`src/rtl/maze_loader.sv`:
```
// rtl/maze_loader.sv - maze game core: loads an 8x8 maze from a map ROM and walks a player through it
module maze_loader #(
  parameter int MOVE_CNT_W = 8
) (
  input  logic                  clk,
  input  logic                  rst_n,
  input  logic                  load,
  output logic                  rom_en,
  output logic [3:0]            rom_addr,
  input  logic [7:0]            rom_data,
  input  logic                  move_valid,
  input  logic [1:0]            move_dir,
  output logic                  move_ready,
  output logic [2:0]            pos_row,
  output logic [2:0]            pos_col,
  output logic                  ready,
  output logic                  win,
  output logic                  bump,
  output logic [MOVE_CNT_W-1:0] move_count
);

  typedef enum logic [1:0] {IDLE, FETCH, PLAY, WON} state_t;

  state_t                  state_q, state_d;
  logic [3:0]              fcnt_q, fcnt_d;     // fetch step: cycles since the load edge
  logic [7:0][7:0]         maze_q, maze_d;     // maze_q[row][7-col] = 1 means open
  logic [5:0]              start_q, start_d;
  logic [5:0]              end_q, end_d;
  logic [2:0]              row_q, row_d;
  logic [2:0]              col_q, col_d;
  logic [MOVE_CNT_W-1:0]   moves_q, moves_d;
  logic                    bump_q, bump_d;

  logic [2:0]              tgt_row, tgt_col;
  logic                    in_bounds, tgt_open, accept;
  logic [2:0]              widx;

  assign move_ready = (state_q == PLAY);
  assign ready      = (state_q == PLAY) || (state_q == WON);
  assign win        = (state_q == WON);
  assign bump       = bump_q;
  assign pos_row    = row_q;
  assign pos_col    = col_q;
  assign move_count = moves_q;

  // Next-state, ROM request and move evaluation
  always_comb begin
    state_d   = state_q;
    fcnt_d    = fcnt_q;
    maze_d    = maze_q;
    start_d   = start_q;
    end_d     = end_q;
    row_d     = row_q;
    col_d     = col_q;
    moves_d   = moves_q;
    bump_d    = 1'b0;
    rom_en    = 1'b0;
    rom_addr  = 4'd0;
    widx      = 3'(fcnt_q - 4'd1);
    tgt_row   = row_q;
    tgt_col   = col_q;
    in_bounds = 1'b1;

    // Target cell; edges never wrap, the 3-bit overflow is simply flagged out of bounds
    case (move_dir)
      2'b00: begin in_bounds = (row_q != 3'd0); tgt_row = row_q - 3'd1; end
      2'b01: begin in_bounds = (row_q != 3'd7); tgt_row = row_q + 3'd1; end
      2'b10: begin in_bounds = (col_q != 3'd0); tgt_col = col_q - 3'd1; end
      default: begin in_bounds = (col_q != 3'd7); tgt_col = col_q + 3'd1; end
    endcase
    tgt_open = in_bounds && maze_q[tgt_row][3'd7 - tgt_col];
    accept   = (state_q == PLAY) && move_valid && !load;

    case (state_q)
      IDLE: begin
        if (load) begin
          state_d = FETCH;
          fcnt_d  = 4'd0;
        end
      end
      FETCH: begin
        // Address i is issued at step i; its data is back one step later
        if (fcnt_q <= 4'd9) begin
          rom_en   = 1'b1;
          rom_addr = fcnt_q;
        end
        if (fcnt_q != 4'd10) fcnt_d = fcnt_q + 4'd1;
        if (fcnt_q >= 4'd1 && fcnt_q <= 4'd8) maze_d[widx] = rom_data;
        if (fcnt_q == 4'd9) start_d = rom_data[5:0];
        if (fcnt_q == 4'd10) begin
          end_d   = rom_data[5:0];
          row_d   = start_q[5:3];
          col_d   = start_q[2:0];
          moves_d = '0;
          state_d = (start_q == rom_data[5:0]) ? WON : PLAY;
        end
      end
      PLAY: begin
        if (load) begin
          state_d = FETCH;
          fcnt_d  = 4'd0;
        end else if (accept) begin
          if (tgt_open) begin
            row_d = tgt_row;
            col_d = tgt_col;
            if (moves_q != '1) moves_d = moves_q + 1'b1;
            if ({tgt_row, tgt_col} == end_q) state_d = WON;
          end else begin
            bump_d = 1'b1;
          end
        end
      end
      default: begin
        if (load) begin
          state_d = FETCH;
          fcnt_d  = 4'd0;
        end
      end
    endcase
  end

  // State and datapath registers with synchronous active-low clear
  always_ff @(posedge clk) begin
    if (!rst_n) begin
      state_q <= IDLE;
      fcnt_q  <= 4'd0;
      maze_q  <= '0;
      start_q <= 6'd0;
      end_q   <= 6'd0;
      row_q   <= 3'd0;
      col_q   <= 3'd0;
      moves_q <= '0;
      bump_q  <= 1'b0;
    end else begin
      state_q <= state_d;
      fcnt_q  <= fcnt_d;
      maze_q  <= maze_d;
      start_q <= start_d;
      end_q   <= end_d;
      row_q   <= row_d;
      col_q   <= col_d;
      moves_q <= moves_d;
      bump_q  <= bump_d;
    end
  end

endmodule

```
`config.mk`:
```
export PLATFORM = sky130hd
export DESIGN_NAME = maze_loader
export DESIGN_NICKNAME = d
export VERILOG_FILES = /design/src/rtl/maze_loader.sv
export SDC_FILE = /design/constraint.sdc
export NUM_CORES = 1
export LEC_CHECK = 0
export CAP_MARGIN = 5
export CELL_PAD_IN_SITES_DETAIL_PLACEMENT = 0
export CELL_PAD_IN_SITES_GLOBAL_PLACEMENT = 1
export CORE_MARGIN = 3
export CORE_UTILIZATION = 40
export DETAILED_ROUTE_END_ITERATION = 16
export PLACE_DENSITY = 0.72
export SETUP_SLACK_MARGIN = 0.1
export SLEW_MARGIN = 10
export SYNTH_ARGS = -nofsm -noshare
export SYNTH_HDL_FRONTEND = slang
export SYNTH_SLANG_ARGS = --single-unit
export TNS_END_PERCENT = 20
```
`constraint.sdc`:
```
create_clock -name clk -period 6.8 [get_ports clk]
set_input_delay 1.02 -clock clk [delete_from_list [all_inputs] [get_ports clk]]
set_output_delay 1.02 -clock clk [all_outputs]
set_load 0.005 [all_outputs]
```
After elaboration in Yosys (flattened, before gate mapping). Cells that the tools add are included. W data, S select, Z words.

Add/sub/neg operators: 8. Reductions and logical operators: 22. Equality and inequality tests: 22. Bitwise logic cells: 3. Muxes and demuxes: 42. Order comparisons: 7.

Operators by type and width (number): $bwmux W64 (1); $mux W8 (7); $bmux W8 S3 (1); $demux W8 S3 (1); $mux W3 (8); $pmux W3 S2 (4); $mux W4 (5); $pmux W8 S2 (1); $eq A6 B6 Y1 (2); $lt A3 B4 Y1 const B (3); $mux W2 (6); $reduce_and A5 Y1 (2); $ne A3 B2 Y1 const B (3); $reduce_bool A3 Y1 (3); $sub A3 B1 Y3 const B (3); $add A8 B1 Y8 const B (1); $eq A4 B4 Y1 const B (2); $le A4 B4 Y1 const B (2); $ne A8 B8 Y1 const B (1); $reduce_and A2 Y1 (4); $add A3 B1 Y3 const B (2); $eq A2 B2 Y1 const B (3); $ne A2 B1 Y1 const B (3); $ne A2 B2 Y1 const B (3); 20 further kinds (33).

Word-level logic and storage cells: 120. Bits of input ports: 14. Bits in registers: 97. Output and inout bits: 23.

Depth between registers and ports, before layout. Gate-level depths: netlist of run 1.

Word-level depth: 11. Mapped depth: 18. Mapped depth without buffers: 12.

Worst setup path after synthesis of run 1. No wires, ideal clock.

Path kind: input -> register. Start: input move_dir[1]. End: register moves_q[3], in the netlist move_count[3]. Setup time: 0.120 ns. Path buffers: 6. Arrival: 4.475 ns. Slack: 2.205 ns. Stages on the path: 17. Data required time: 6.680 ns. Path through: buf_2 -> buf_6 -> buf_2 -> buf_1 -> nor2b_1 -> fa_1 -> buf_4 -> or3b_1 -> and2_1 -> o22a_1 -> a311oi_1 -> a2111oi_2 -> a22oi_2 -> or2_1 -> buf_6 -> nor4b_1 -> a211o_1.

Word-level cells in the longest chain between the ends: 9. Elaborated cells on any way between the ends: 15. Those cells by class: add/sub (1); eq/ne (3); mux (7); reduce/logical (4).

RTL lines: from (decl) (RTL line 12) `input logic [1:0] move_dir,`; $eq A2 B1 Y1 / $logic_not A2 Y1 (equally long branches) (RTL line 65) `case (move_dir)`; $reduce_or A2 Y1 (no line) / $pmux W3 S2 (equally long branches); $pmux W3 S2 / $bmux W8 S3 (equally long branches) (RTL line 65, 71); $sub A3 B3 Y3 / $mux W8 (equally long branches) (RTL line 71) `tgt_open = in_bounds && maze_q[tgt_row][3'd7 - tgt_col];`; $bmux W1 S3 (RTL line 71); $mux W1 (implied by the code) (RTL line 71); $logic_and A1 B1 Y1 * (RTL line 71); $ne A2 B1 Y1 (no line) *; $reduce_and A6 Y1 (no line) *; to (signal assigned) (RTL line 142) `moves_q <= moves_d;`; to (decl) (RTL line 31) `logic [MOVE_CNT_W-1:0] moves_q, moves_d;`.

Every way passes the cells marked *; elsewhere a longest branch is shown, timed or not. The select of a mux whose other input is x is not followed. A chain may end at the register's enable or synchronous reset.

Worst setup path in the final report of run 1.
Start: input move_dir[0]. End: register moves_q[5], in the netlist move_count[5].

Same word-level chain as after synthesis.

==> results.cfg, run 1 <==
[pwr]
power.switching_mw = 0.516
p_leak_nw = 2.47
switching_share_pct = 31.0
pwr-share-clk_pct = 35.6
p_int_mw = 1.15
seqPwrFrac_pct = 36.4
power_mw = 1.67
combPwrFrac_pct = 28.0
max-vdd-ir-drop_mv = 0.146
power.density_nw_per_um2 = 256

[layout]
final_cell_mix = mux2i_1, dfxtp_1, nor2b_1
fin_cells = 811
antenna_cells = 0
mostFrequentLayoutCell = mux2i_1
fillers = 1341
layout-drive-gt1-share_pct = 6.97
final_nets = 650
syn_to_final_growth_pct = 12.6
finish.instance_area_um2 = 6490

[clock_tree]
tritoncts = built
clockBufferDepth = 2
cts_buffers = 9
postCtsHoldBufs = 0
cts.clk_slew.worst_paths_ns = 0.07
post_cts_resized = 0
cts_setup_buffers = 0
h-tree-depth = 3
cts_root_buffer = clkbuf_16
insertion_delay_ns = 0.36
cts.sinks = 97

[grt]
grt_pass1_wl_mm = 23.6
grt_pass1_vias = 4357
grt-ovfl-total = 0
grt_max_degree = 97
grt_antenna_before_repair = 0
gr-usage-all-layers_pct = 18.6

[logic_synthesis]
synth_fp_nets = 641
ys_ff_latch = 97
synth_edf_count = 0
synthDistinctLibCells = 65
syn_area_um2 = 5770
netlist_top_cells_area = dfxtp_1, mux2i_1, nor2b_1, mux4_2, nand2_1
synthFlopType = dfxtp_1
synth.avg_cell_area_um2 = 9.35
synth_seq_area_share_pct = 33.7
synth_cells = 617
synth_largest_area_cell = dfxtp_1
async_reset_ff_share_pct = 0
yosysTopAreaCellShare_pct = 33.7
yosysWarnings = 0

[floorplan]
dieArea_um2 = 15900
core.rowCount = 43
core_area_um2 = 14000
initial_utilization_pct = 41.2
dieWidth_um = 126
die_h_um = 126
io_pins = 37

[placed_design]
gp_congestion = 0.911
io_buffers = 36
hpwl_mm = 10.5
post_dp_cell_area_um2 = 6150
dp_cells = 795

[timing]
timing_worst_slew_pin_value_ns = 1.19
slew-limit-headroom_pct = 20.1
min_period_ns = 4.77
maxSlewViolCount = 0
setup_violations = 0
hold_viol_final = 0
hold_ws_ns = 0.526
finClkSkew_ns = 0.0105
rsz0062_at_grt = no
finalCritPeriodShare_pct = 70.2
setup-tns-final_ns = 0
fmax_mhz = 210

[worst_setup_path]
critPathSlowestCell = clkdlybuf4s50_1
cp-start-kind = input port
critPathCaptureType = flip-flop
critPathKind = in -> reg
max_stage_delay_ns = 0.59
crit_arrival_ns = 5.02
path_delay_family = compound AO/OA/AOI/OAI gates
path_cells = clkdlybuf4s50_1 -> nor2b_1 -> fa_1 -> or2_1 -> o221ai_1 -> a221oi_1 -> o22ai_1 -> a2111oi_2 -> a22oi_2 -> nor2_1 -> a31oi_2 -> a211o_1
path_buf_inv = 1
cp_max_fo = 14
required_ns = 7.05

[route]
routed_wl_mm = 14.8
vias = 4548
drt_pre_antenna_iters = 5
wire_per_inst_um = 18.2
routed_via_density = 5.61
drt_iter0_drc = 311
ant_nets = 0
drc_errors = 0

[outcome]
status = finished, final reports clean

[min_path]
worstHoldPathType = reg -> reg

[job]
cap_violations = 0
## Yosys cell counts, types with 3 or more instances
cell type and number:
o22a_1 3, xor2_1 7, nor2b_1 85, and2_1 8, nand2_1 37, a21boi_0 3
buf_6 7, a211o_1 4, nand3_1 20, buf_2 5, nor2_1 23, nor4_1 3
a32o_1 3, o22ai_1 7, nor3b_1 5, nor3_1 5, ha_1 8, and3_1 9
dfxtp_1 97, mux4_2 11, o2bb2ai_1 3, a31oi_1 4, a221oi_1 4, nand3b_1 3
inv_1 16, nand2b_1 4, or4_1 4, o221ai_1 11, clkbuf_1 25, a21oi_1 18
nand4_1 4, o21ai_0 13, xnor2_1 14, mux2i_1 99, o21ai_1 3, a211oi_1 3
buf_1 3
## kinds of logic after synthesis
group	after synthesis	synth area share [%]
simple gates	221	21.5
fa+ha+maj	10	2.43
flops	97	33.7
xor+xnor	21	3.19
mux	112	21.9
buf+inv	60	5.25
compound gates	96	12.1
## routing by layer
| layer | track usage, % | vias to the layer above | routed length [µm] |
|---|---|---|---|
| li1 | - | 2229 | - |
| met1 | 24.8 | 2203 | 6920 |
| met2 | 29.9 | 92 | 7060 |
| met3 | 3.77 | 24 | 508 |
| met4 | 7.13 | 0 | 316 |
| met5 | 0 | - | 0 |
## per-stage QoR
| step | worst slack, ns | util (%) |
|---|---|---|
| final | 2.03 | 46.4 |
| after global routing | 1.72 | 46.4 |
| after CTS | 2.02 | 46.4 |
| after detailed placement | 1.65 | 44.0 |
| after global placement | 1.77 | 44.0 |
| after floorplan | 2.20 | - |
## area by class of cell
| cell class | instances | area, µm² | share of cell area, % |
|---|---|---|---|
| Inverter | 17 | 63.8 | 0.983 |
| Tap cell | 180 | 225 | 3.47 |
| Clock inverter | 5 | 103 | 1.58 |
| Multi-Input combinational cell | 460 | 3520 | 54.3 |
| Timing Repair Buffer | 41 | 393 | 6.05 |
| Clock buffer | 11 | 243 | 3.74 |
| Sequential cell | 97 | 1940 | 29.9 |
## sequential cells by signal, indices dropped and copies added, names as in the netlist
name        cells
maze_q         64
move_count      8
end_q           6
start_q         6
fcnt_q          4
pos_col         3
pos_row         3
state_q         2
bump            1
## power groups by stage
stage | Sequential [mW] | Clock, mW | Combinational (mW)
CTS | 0.605 | 0.605 | 0.469
floorplan | 0.615 | 0 | 0.369
finish | 0.605 | 0.593 | 0.467
detailed placement | 0.618 | 0 | 0.467
global placement | 0.618 | 0 | 0.461
global route | 0.608 | 0.627 | 0.511
## worst reg2reg max path, delay by kind of cell (launching register included)
| kind | cells | cell delay [ns] |
|---|---|---|
| AOI/OAI and AO/OA | 7 | 1.96 |
| DFF | 1 | 0.31 |
| buffers and inverters | 2 | 0.58 |
| and+or+nand+nor | 2 | 0.70 |
| adders and majority gates | 1 | 0.63 |
## worst paths after layout
kind,start,endpoint,slack [ns],cells after the start
max reg2reg,pos_row[0],move_count[5],2.53,12
max,move_dir[0],move_count[5],2.03,12
min reg2reg,maze_q[6],maze_q[6],0.53,2
min,maze_q[6],maze_q[6],0.53,2
(Power assumes the default switching activity.)
==> inputs of run 2 (changes only) <==
--- a/config.mk
+++ b/config.mk
@@ -11,7 +11,7 @@
 export CORE_MARGIN = 3
 export CORE_UTILIZATION = 40
 export DETAILED_ROUTE_END_ITERATION = 16
-export PLACE_DENSITY = 0.72
+export PLACE_DENSITY = 0.74
 export SETUP_SLACK_MARGIN = 0.1
 export SLEW_MARGIN = 10
 export SYNTH_ARGS = -nofsm -noshare
==> constraint.sdc (replaced) <==
create_clock -name clk -period 4.3 [get_ports clk]
set_input_delay 0.645 -clock clk [delete_from_list [all_inputs] [get_ports clk]]
set_output_delay 0.645 -clock clk [all_outputs]
set_load 0.005 [all_outputs]
==> results.cfg, run 2 (synthesis results as in run 1) <==
[layout]
fillers = 1336
final_util_pct = 47.0
syn_to_final_growth_pct = 13.9
final_nets = 663
fin_cells = 824
regMostFlops = maze_q
largest_reg_flops = 64
antenna_cells = 0
final_cell_mix = mux2i_1, dfxtp_1, nor2b_1
finish.instance_area_um2 = 6570
layout-drive-gt1-share_pct = 9.01
mostFrequentLayoutCell = mux2i_1

[clock_tree]
cts_root_buffer = clkbuf_16
post_cts_resized = 0
cts_setup_buffers = 0
insertion_delay_ns = 0.35
cts.clk_slew.worst_paths_ns = 0.06
clockBufferDepth = 2
postCtsHoldBufs = 0
cts_buffers = 9
tritoncts = built
cts.sinks = 97
h-tree-depth = 3

[route]
drt_iter0_drc = 300
routed_wl_mm = 14.8
routed_via_density = 5.56
drt_pre_antenna_iters = 4
drc_errors = 0
wire_per_inst_um = 18.0
vias = 4578
ant_nets = 0

[floorplan]
core_area_um2 = 14000
core.rowCount = 43
die_h_um = 126
dieArea_um2 = 15900
dieWidth_um = 126
initial_utilization_pct = 41.2
io_pins = 37

[min_path]
worstHoldPathType = reg -> reg

[worst_setup_path]
cp-start-kind = input port
critPathSlowestCell = clkdlybuf4s50_1
cp_max_fo = 11
rrSetupSlack_ns = 0.65
max_stage_delay_ns = 0.52
path_delay_family = compound AO/OA/AOI/OAI gates
crit_arrival_ns = 4.20
path_buf_inv = 3
required_ns = 4.54
critPathCaptureType = flip-flop
path_cells = clkdlybuf4s50_1 -> nor2b_1 -> fa_1 -> buf_4 -> mux2i_1 -> mux4_2 -> a21oi_1 -> a311oi_1 -> a2111oi_2 -> a22oi_2 -> buf_4 -> o21ai_1 -> a21oi_1 -> a41o_1
critPathKind = in -> reg

[grt]
grt_max_degree = 57
grt-ovfl-total = 0
grt_pass1_vias = 4538
grt_pass1_wl_mm = 24.3
gr-usage-all-layers_pct = 19.0
grt_antenna_before_repair = 0

[timing]
finalCritPeriodShare_pct = 92.1
slew-limit-headroom_pct = 21.5
fmax_mhz = 252
min_period_ns = 3.96
fin_ws_ns = 0.339
setup_violations = 0
finClkSkew_ns = 0.00819
hold_viol_final = 0
setup-tns-final_ns = 0
rsz0062_at_grt = no
maxSlewViolCount = 0
timing_worst_slew_pin_value_ns = 1.17

[placed_design]
gp_congestion = 0.968
place_ws_ns = 0.00421
post_dp_cell_area_um2 = 6250
dp_cells = 808
hpwl_mm = 10.7
io_buffers = 36

[pwr]
max-vdd-ir-drop_mv = 0.311
power.density_nw_per_um2 = 399
p_leak_nw = 2.52

[outcome]
status = finished, final reports clean

[job]
cap_violations = 0
## run 2: path summary, 6_finish.rpt
check	startpoint	to	cells past startpoint
setup reg to reg	pos_row[0]	state_q[1]	13
hold reg to reg	maze_q[11]	maze_q[11]	2
setup / recovery	move_dir[0]	state_q[1]	14
hold / removal	maze_q[11]	maze_q[11]	2
## run 2: routing by layer
| metal | share of wire [%] | global-route usage, % | vias to the layer above |
|---|---|---|---|
| met4 | 2.2 | 6.94 | 0 |
| met5 | 0 | 0 | - |
| met3 | 4.8 | 4.28 | 26 |
| met1 | 45 | 24.5 | 2213 |
| met2 | 48 | 31.3 | 86 |
| li1 | - | - | 2253 |
## run 2: tightest hold or removal path: cells and delay by family, from the launching register on
family / cells / cell delay [ns]
flip-flops: 1 / 0.33
multiplexers: 1 / 0.06
AND/OR/NAND/NOR: 1 / 0.09
## run 2: final cells by class
| cell class | instances | area (µm²) | area share (%) |
|---|---|---|---|
| sequential | 97 | 1940 | 29.5 |
| clock buffer | 10 | 239 | 3.64 |
| clock inverter | 6 | 88.8 | 1.35 |
| tap | 180 | 225 | 3.43 |
| multi-input combinational | 460 | 3520 | 53.6 |
| timing repair buffer | 54 | 490 | 7.46 |
| inverter | 17 | 63.8 | 0.971 |
## run 2: power by group
part           total (mW)  internal [mW]  switching (mW)
registers           0.959          0.928          0.0311
clock network       0.883          0.526           0.357
logic               0.780          0.338           0.441
total                2.62           1.79           0.830
## run 2: per-stage QoR
| step | hold WS (ns) | total power [mW] |
|---|---|---|
| after floorplan | 0.483 | 1.56 |
| after global placement | 0.503 | 1.75 |
| after detailed placement | 0.504 | 1.75 |
| after CTS | 0.522 | 2.65 |
| after global routing | 0.538 | 2.76 |
| final | 0.520 | 2.62 |
==> inputs of run 3 (changes only) <==
--- a/config.mk
+++ b/config.mk
@@ -8,7 +8,6 @@
 export CAP_MARGIN = 5
 export CELL_PAD_IN_SITES_DETAIL_PLACEMENT = 0
 export CELL_PAD_IN_SITES_GLOBAL_PLACEMENT = 1
-export CORE_MARGIN = 3
 export CORE_UTILIZATION = 40
 export DETAILED_ROUTE_END_ITERATION = 16
 export PLACE_DENSITY = 0.74
@@ -17,4 +16,3 @@
 export SYNTH_ARGS = -nofsm -noshare
 export SYNTH_HDL_FRONTEND = slang
 export SYNTH_SLANG_ARGS = --single-unit
-export TNS_END_PERCENT = 20
==> results.cfg, run 3 (synthesis results as in run 1) <==
[route]
drc_errors = 0
routed_via_density = 5.54
wire_per_inst_um = 17.6
drt_iter0_drc = 327
drt_pre_antenna_iters = 5
vias = 4579
ant_nets = 0
routed_wl_mm = 14.5

[timing]
fin_ws_ns = 0.336
setup-tns-final_ns = 0
setup_violations = 0
rsz0062_at_grt = no
maxSlewViolCount = 0
timing_worst_slew_pin_value_ns = 1.10
slew-limit-headroom_pct = 26.6
finClkSkew_ns = 0.0142
finalCritPeriodShare_pct = 92.2
hold_viol_final = 0
fmax_mhz = 252
min_period_ns = 3.96

[floorplan]
initial_utilization_pct = 41.2
dieWidth_um = 122
core.rowCount = 43
io_pins = 37
die_h_um = 122
core_area_um2 = 14000
dieArea_um2 = 14900

[worst_setup_path]
critPathKind = in -> reg
required_ns = 4.55
critPathCaptureType = flip-flop
cp_max_fo = 11
cp-start-kind = input port
rrSetupSlack_ns = 0.70
crit_arrival_ns = 4.22

[pwr]
power.density_nw_per_um2 = 390
power_mw = 2.57
max-vdd-ir-drop_mv = 0.224
p_leak_nw = 2.53

[clock_tree]
clockBufferDepth = 2
cts.sinks = 97
tritoncts = built
insertion_delay_ns = 0.36
h-tree-depth = 3
cts_buffers = 9
cts_root_buffer = clkbuf_16
cts.clk_slew.worst_paths_ns = 0.07

[layout]
antenna_cells = 0
multi_input_area_um2 = 3530
layout-drive-gt1-share_pct = 9.60
register_area_um2 = 1940
largest_reg_flops = 64
final_util_pct = 47.1
final_nets = 665
mostFrequentLayoutCell = mux2i_1
syn_to_final_growth_pct = 14.1
final_cell_mix = mux2i_1, dfxtp_1, nor2b_1
fillers = 1357
regMostFlops = maze_q

[outcome]
status = finished, final reports clean

[grt]
grt_pass1_vias = 4411
grt_antenna_before_repair = 0
grt-ovfl-total = 0
grt_max_degree = 50
gr-usage-all-layers_pct = 20.8
grt_pass1_wl_mm = 23.5

[placed_design]
place_ws_ns = -0.0693
io_buffers = 36
hpwl_mm = 10.5
gp_congestion = 0.921

[min_path]
worstHoldPathType = reg -> reg

[job]
cap_violations = 0
[run 3: final cells by class]
cell class	count	area share (%)
timing repair buffer	56	7.87
multi-input combinational	460	53.6
clock inverter	6	0.988
tap	180	3.42
sequential	97	29.5
clock buffer	10	3.63
inverter	17	0.969
[run 3: path summary, 6_finish.rpt]
kind | from | endpoint | cells after the start
worst max register to register | pos_row[0] | pos_col[1] | 13
worst min-delay path | maze_q[11] | maze_q[11] | 2
worst max-delay path | move_dir[0] | state_q[1] | 14
worst min register to register | maze_q[11] | maze_q[11] | 2
[run 3: worst max-delay path, cell delays in order]
cell             delay (ns)
clkdlybuf4s50_1        0.53
nor2b_1                0.19
fa_1                   0.50
buf_12                 0.19
mux2i_1                0.12
mux4_2                 0.47
a21oi_2                0.17
a311oi_1               0.08
a2111oi_2              0.40
a22oi_2                0.18
buf_4                  0.18
o21ai_1                0.25
a21oi_1                0.11
a41o_1                 0.21
[run 3: timing repair]
item,CTS,global route
endpoints found under the setup margin,0,7
hold buffers,0,0
setup buffers,0,1
resized for setup,0,3
[run 3: stage by stage]
step | hold slack [ns] | cells | area, µm²
floorplan | 0.483 | 617 | 5770
global placement | 0.500 | 809 | 6270
detailed placement | 0.509 | 809 | 6270
CTS | 0.527 | 825 | 6570
global route | 0.557 | 826 | 6580
finish | 0.524 | 826 | 6580
[run 3: routing by layer]
layer,track usage [%],wire (µm),vias up
li1,-,-,2253
met1,25.8,6580,2221
met2,35.4,7120,86
met3,4.82,541,19
met4,6.78,255,0
met5,0,0,-
[run 3: where the power goes]
part | internal (mW) | total, mW | leakage, nW | switching, mW
logic | 0.346 | 0.781 | 1.60 | 0.434
registers | 0.928 | 0.958 | 0.782 | 0.0299
clock network | 0.468 | 0.828 | 0.149 | 0.360
total | 1.74 | 2.57 | 2.53 | 0.825
